### src/rtl/cal_pulse_gen.sv
// cal_pulse_gen: programmable periodic/burst pulse source for the calibration path
module cal_pulse_gen #(
  parameter int CNT_WIDTH   = 32,
  parameter int BURST_WIDTH = 16
) (
  input  logic                   clk_i,
  input  logic                   arst_i,
  input  logic [CNT_WIDTH-1:0]   period_i,
  input  logic [CNT_WIDTH-1:0]   width_i,
  input  logic [BURST_WIDTH-1:0] burst_i,
  input  logic                   cfg_valid_i,
  output logic                   cfg_ready_o,
  input  logic                   run_i,
  output logic                   sig_o,
  output logic                   busy_o,
  output logic                   done_o,
  output logic                   err_o,
  output logic [BURST_WIDTH-1:0] pulse_cnt_o
);
  typedef enum logic {IDLE, RUN} state_t;
  state_t state_q, state_d;
  logic [CNT_WIDTH-1:0] period_q, period_d, width_q, width_d, c_q, c_d, c_inc;
  logic [BURST_WIDTH-1:0] burst_q, burst_d, cnt_d;
  logic loaded_q, loaded_d, pend_q, pend_d, run_q, sig_d, done_d, err_d;
  logic hs, cfg_ok, rise, wrap;
  assign cfg_ready_o = state_q == IDLE;
  assign busy_o      = state_q == RUN;
  assign hs          = cfg_valid_i & cfg_ready_o;
  assign cfg_ok      = period_i >= CNT_WIDTH'(2) && width_i != '0 && width_i < period_i;
  assign rise        = run_i & ~run_q;
  assign wrap        = c_q == period_q - CNT_WIDTH'(1);
  assign c_inc       = wrap ? '0 : c_q + CNT_WIDTH'(1);
  always_comb begin
    state_d  = state_q;
    period_d = period_q;
    width_d  = width_q;
    burst_d  = burst_q;
    loaded_d = loaded_q;
    pend_d   = pend_q | rise;
    c_d      = c_q;
    sig_d    = sig_o;
    done_d   = 1'b0;
    err_d    = err_o;
    cnt_d    = pulse_cnt_o;
    if (state_q == IDLE) begin
      if (hs) begin
        if (cfg_ok) begin
          period_d = period_i;
          width_d  = width_i;
          burst_d  = burst_i;
          loaded_d = 1'b1;
          err_d    = 1'b0;
        end else begin
          err_d = 1'b1;
        end
      end else if (pend_q) begin
        // a fresh edge in this very cycle must survive the consumption of the old one
        pend_d = rise;
        if (loaded_q) begin
          state_d = RUN;
          sig_d   = 1'b1;
          c_d     = '0;
          cnt_d   = BURST_WIDTH'(1);
        end else begin
          err_d = 1'b1;
        end
      end
    end else begin
      c_d   = c_inc;
      sig_d = c_inc < width_q;
      cnt_d = wrap ? pulse_cnt_o + BURST_WIDTH'(1) : pulse_cnt_o;
      if (wrap && !run_i) begin
        state_d = IDLE;
        sig_d   = 1'b0;
        cnt_d   = pulse_cnt_o;
      end else if (wrap && burst_q != '0 && pulse_cnt_o == burst_q) begin
        state_d = IDLE;
        sig_d   = 1'b0;
        done_d  = 1'b1;
        cnt_d   = pulse_cnt_o;
      end
    end
  end
  always_ff @(posedge clk_i or posedge arst_i) begin
    if (arst_i) begin
      state_q     <= IDLE;
      period_q    <= '0;
      width_q     <= '0;
      burst_q     <= '0;
      loaded_q    <= 1'b0;
      pend_q      <= 1'b0;
      run_q       <= 1'b0;
      c_q         <= '0;
      sig_o       <= 1'b0;
      done_o      <= 1'b0;
      err_o       <= 1'b0;
      pulse_cnt_o <= '0;
    end else begin
      state_q     <= state_d;
      period_q    <= period_d;
      width_q     <= width_d;
      burst_q     <= burst_d;
      loaded_q    <= loaded_d;
      pend_q      <= pend_d;
      run_q       <= run_i;
      c_q         <= c_d;
      sig_o       <= sig_d;
      done_o      <= done_d;
      err_o       <= err_d;
      pulse_cnt_o <= cnt_d;
    end
  end
endmodule

### config.mk
export PLATFORM = sky130hd
export DESIGN_NAME = cal_pulse_gen
export DESIGN_NICKNAME = d
export VERILOG_FILES = /design/src/rtl/cal_pulse_gen.sv
export SDC_FILE = /design/constraint.sdc
export NUM_CORES = 1
export LEC_CHECK = 0
export CAP_MARGIN = 30
export CORE_ASPECT_RATIO = 1.4
export CORE_MARGIN = 2
export CORE_UTILIZATION = 59
export CTS_BUF_LIST = sky130_fd_sc_hd__clkbuf_8
export CTS_CLUSTER_SIZE = 8
export DETAILED_ROUTE_END_ITERATION = 6
export PLACE_DENSITY = 0.83
export SLEW_MARGIN = 20
export SYNTH_ARGS = -nofsm -noshare
export SYNTH_HDL_FRONTEND = slang
export SYNTH_SLANG_ARGS = --single-unit
### constraint.sdc
create_clock -name clk_i -period 7.57 [get_ports clk_i]
set_clock_uncertainty 0.2 [all_clocks]
set_input_delay 1.514 -clock clk_i [delete_from_list [all_inputs] [get_ports clk_i]]
set_output_delay 1.514 -clock clk_i [all_outputs]
set_load 0.05 [all_outputs]
==> Implementation_results.wiki <==
{| class="wikitable"
! Metric !! Value
|-
| Transition time at the pin with the least slew margin || 0.910 ns
|-
| Slew headroom || around 39%
|-
| Crit path cell chain || or4_4 > or4_1 > or3_1 > nor4b_2 > nor2_1 > or4b_4 > nor2_2 > buf_4 > nor2_1 > ha_1 > nand4_1 > nor2_1 > nand3_1 > a2111oi_0 > nand4b_1 > o221ai_1 > a21oi_1
|-
| Count of different cell masters after synthesis || 70
|-
| Post-Synthesis Net Count || 1203
|-
| Minimum setup slack among reg-to-reg paths || 1.66 ns
|-
| Flip-flop and latch count after synthesis || approximately 140
|-
| Critical setup path kind || flip-flop to flip-flop
|-
| Post-route fraction of the period consumed by the critical path || 78.1%
|-
| Pwr Density || 291 nW/um^2
|-
| MaxCap Viol Count || 0
|-
| IR Drop Worst-Case VDD || between 0.0002 and 0.00025 V
|-
| Detailed Routing Iterations Pass 1 || 5
|-
| Synth Area in Simple Gates || 21.9%
|-
| Number of buffers added for setup after CTS || 0
|-
| Top Ports || around 110
|-
| Initial core utilization || 60.0%
|-
| Total grt overflow || 0
|-
| Wire length reported by the detailed router || 27300 um
|-
| Row count || 55
|-
| CP Data Arrival Time || 6.06 ns
|-
| Arithmetic-cell share of the synthesized area counting full adders, half adders and majority gates || approximately 8.5%
|-
| Highest clock frequency the design can meet || 169 MHz
|-
| Via count of the first global-routing pass || 8326
|-
| CTS tree || done
|-
| Detail-routed net length per standard cell || 20.3 um
|-
| Total clock buffers created by CTS || 17
|-
| Most used DFF post-synth || sky130_fd_sc_hd__dfrtp_1
|-
| Combinational family with the most area after synthesis || simple AND/OR/NAND/NOR gates
|-
| Routability cong. || slightly below 1
|-
| Unrepaired setup endpoints after global routing || false
|-
| Number of levels in the clock H-tree || 4
|-
| Buffer type at the clock tree root || sky130_fd_sc_hd__clkbuf_8
|-
| Post-Synth XOR/XNOR Area || 6.83%
|-
| Worst setup EP type || flip-flop
|-
| Number of port buffers || around 100
|-
| Floorplan core area || about 16000 sq um
|-
| Sinks on the clock net || 135
|-
| Die width || 112 um
|-
| Remaining antenna violation count || 0
|-
| Portion of netlist area occupied by mux cells || between 10% and 20%
|-
| Number of synthesis warnings || 0
|-
| Master of the slowest instance on the critical path || sky130_fd_sc_hd__or4_4
|-
| First-pass GRT wire length || 43300 um
|-
| GR Util All Layers || 32.1%
|-
| Most frequent CP cell || sky130_fd_sc_hd__nor2_1
|-
| Fin. Hold Viols || 0
|-
| Post-Syn Area per Cell || 9.12 sq um
|-
| Total negative slack for setup checks || 0 ns
|-
| Clock Latency Late Sink || 0.48 ns
|-
| HPWL reported at the end of detailed placement || approximately 21000 um
|-
| Part of the Yosys area used for sequential elements || 35.1%
|-
| Run status || finished, final reports clean
|-
| Kind of start point of the critical path || flip-flop
|-
| Post-cts resize count || 0
|-
| Average vias per placed instance || 6.23
|-
| Compound-Gate Fraction of Synth Area || 11.7%
|-
| Tmin final || 5.91 ns
|-
| Antenna diode instance count || 0
|-
| Final net count || 1282
|-
| Reg clk slew, reported paths || approximately 0.09 ns
|-
| Area growth from synthesis to final layout || 16.6%
|-
| Leakage power summed over all cells || 0.00510 uW
|-
| Post-synthesis instance area || 9620 sq um
|-
| 1st-iter DRT viols || between 500 and 600
|-
| Critical-path maximum fanout || 16
|-
| Remaining DRCs || 0
|-
| Cell count after synthesis || between 1000 and 1500
|-
| Final number of setup-violating endpoints || 0
|-
| Number of enable flip-flop cells after synthesis || 0
|-
| Die height || about 160 um
|-
| Filler instances || 1246
|-
| Fraction of layout instances using a drive strength above 1 || a little under an eighth
|-
| Max Transition Viols Final || 0
|-
| Maximum number of pins on one net before global-route repair || 73
|-
| Total design power || 3260 uW
|-
| WP data required || 7.72 ns
|-
| Area enclosed by the die boundary || 17400 sq um
|-
| Proportion of synthesized flip-flops having asynchronous set or reset || between 90% and 100%
|-
| Vias after detailed routing || 8383
|-
| Cts-stage hold buffer count || 0
|-
| Maximum buffer depth of the clock tree || 2
|-
| Highest cell delay on the worst timing path || a little over 0.6 ns
|-
| Hold WC Path Type || flip-flop to flip-flop
|-
| Antenna violations before repair || 0
|}
-- area by class of cell --
cell class / instances / area [sq um] / area share [%]
multi-input cells: 790 / 5740 / 51.2
well taps: 199 / 249 / 2.22
inverters: 78 / 298 / 2.66
repair buffers: 111 / 1130 / 10.1
flip-flops and latches: 135 / 3380 / 30.1
clock inverters: 14 / 164 / 1.46
clock buffers: 18 / 248 / 2.21
-- worst max-delay path: cells and delay by family (launching register included) --
family          cells  cell delay, ns
simple gates       12            3.65
compound gates      3            0.84
flops               1            0.49
buf+inv             1            0.33
fa+ha+maj           1            0.29
-- cells in the mapped netlist (all sizes together) (3+ instances only) --
| library cell | count | area (sq um) |
|---|---|---|
| nor4 | 39 | 265 |
| ha | 65 | 813 |
| or4 | 8 | 63.8 |
| nand3 | 41 | 210 |
| nor3b | 5 | 42.5 |
| o211ai | 8 | 60.1 |
| nand3b | 3 | 22.5 |
| nor2 | 89 | 337 |
| a211oi | 3 | 22.5 |
| mux2 | 77 | 867 |
| nand2b | 15 | 93.8 |
| dfrtp | 135 | 3380 |
| a221o | 3 | 30.0 |
| and2 | 10 | 65.1 |
| and4 | 9 | 78.8 |
| a2111oi | 3 | 26.3 |
| o21ai | 29 | 145 |
| xor2 | 38 | 333 |
| a31o | 3 | 26.3 |
| or3 | 8 | 50.1 |
| xnor2 | 37 | 324 |
| mux2i | 16 | 160 |
| nor3 | 23 | 115 |
| a31oi | 6 | 37.5 |
| o31ai | 4 | 30.0 |
| nor4b | 3 | 32.5 |
| a21o | 23 | 173 |
| o221ai | 3 | 26.3 |
| inv | 78 | 293 |
| nand4 | 28 | 175 |
| nand2 | 63 | 236 |
| a21oi | 36 | 180 |
| and3 | 25 | 156 |
| clkbuf | 41 | 155 |
| a22o | 14 | 123 |
| o21a | 11 | 82.6 |
| buf | 10 | 61.3 |
| or2 | 5 | 31.3 |
| nor2b | 13 | 81.3 |
-- cells by family after synthesis --
logic type	after synthesis
fa+ha+maj	65
buf+inv	129
xor+xnor	75
flops	135
simple gates	392
mux	93
compound gates	165
-- registers in the layout, indices dropped and copies added, names as in the netlist --
name,flops
c_q,32
period_q,32
width_q,32
burst_q,16
pulse_cnt_o,16
busy_o,1
done_o,1
err_o,1
loaded_q,1
pend_q,1
run_q,1
sig_o,1
-- per-layer routing --
metal | vias up | wire length, um | track usage [%] | part of all wire, %
met1 | 4065 | 10000 | 34.8 | 37
met5 | - | 0 | 0 | 0
met4 | 0 | 1570 | 19.1 | 5.7
li1 | 3941 | - | - | -
met2 | 293 | 14500 | 58.4 | 53
met3 | 84 | 1260 | 5.30 | 4.6
-- through the flow --
step | hold slack [ns] | utilization (%) | cell area, sq um | std cells | setup WS, ns
floorplan | 0.200 | - | 9620 | 1054 | 2.24
global placement | 0.207 | 67.0 | 10700 | 1311 | 1.94
detailed placement | 0.231 | 67.2 | 10800 | 1312 | 1.75
CTS | 0.255 | 69.8 | 11200 | 1344 | 1.77
global route | 0.270 | 69.9 | 11200 | 1345 | 1.29
finish | 0.247 | 69.9 | 11200 | 1345 | 1.66
-- path summary, 6_finish.rpt --
check,to,cells past startpoint,from
min,pend_q,1,run_q
max in group asynchronous,c_q[1],4,arst_i
min in group asynchronous,width_q[28],2,arst_i
max,sig_o,17,period_q[10]
max reg2reg,sig_o,17,period_q[10]
min reg2reg,pend_q,1,run_q
-- power by group --
| part | switching, uW | internal (uW) |
|---|---|---|
| registers | 357 | 966 |
| logic | 685 | 621 |
| clock network | 324 | 311 |
-- cells in the final DEF, fill, tap and decap left out, drive strengths merged, types with 38 or more instances in the layout --
master / n
inv: 86
xor2: 38
nor4: 39
clkdlybuf4s50: 104
mux2: 77
dfrtp: 135
nand2: 63
ha: 65
nand3: 41
nor2: 89
(Power assumes the default switching activity.)
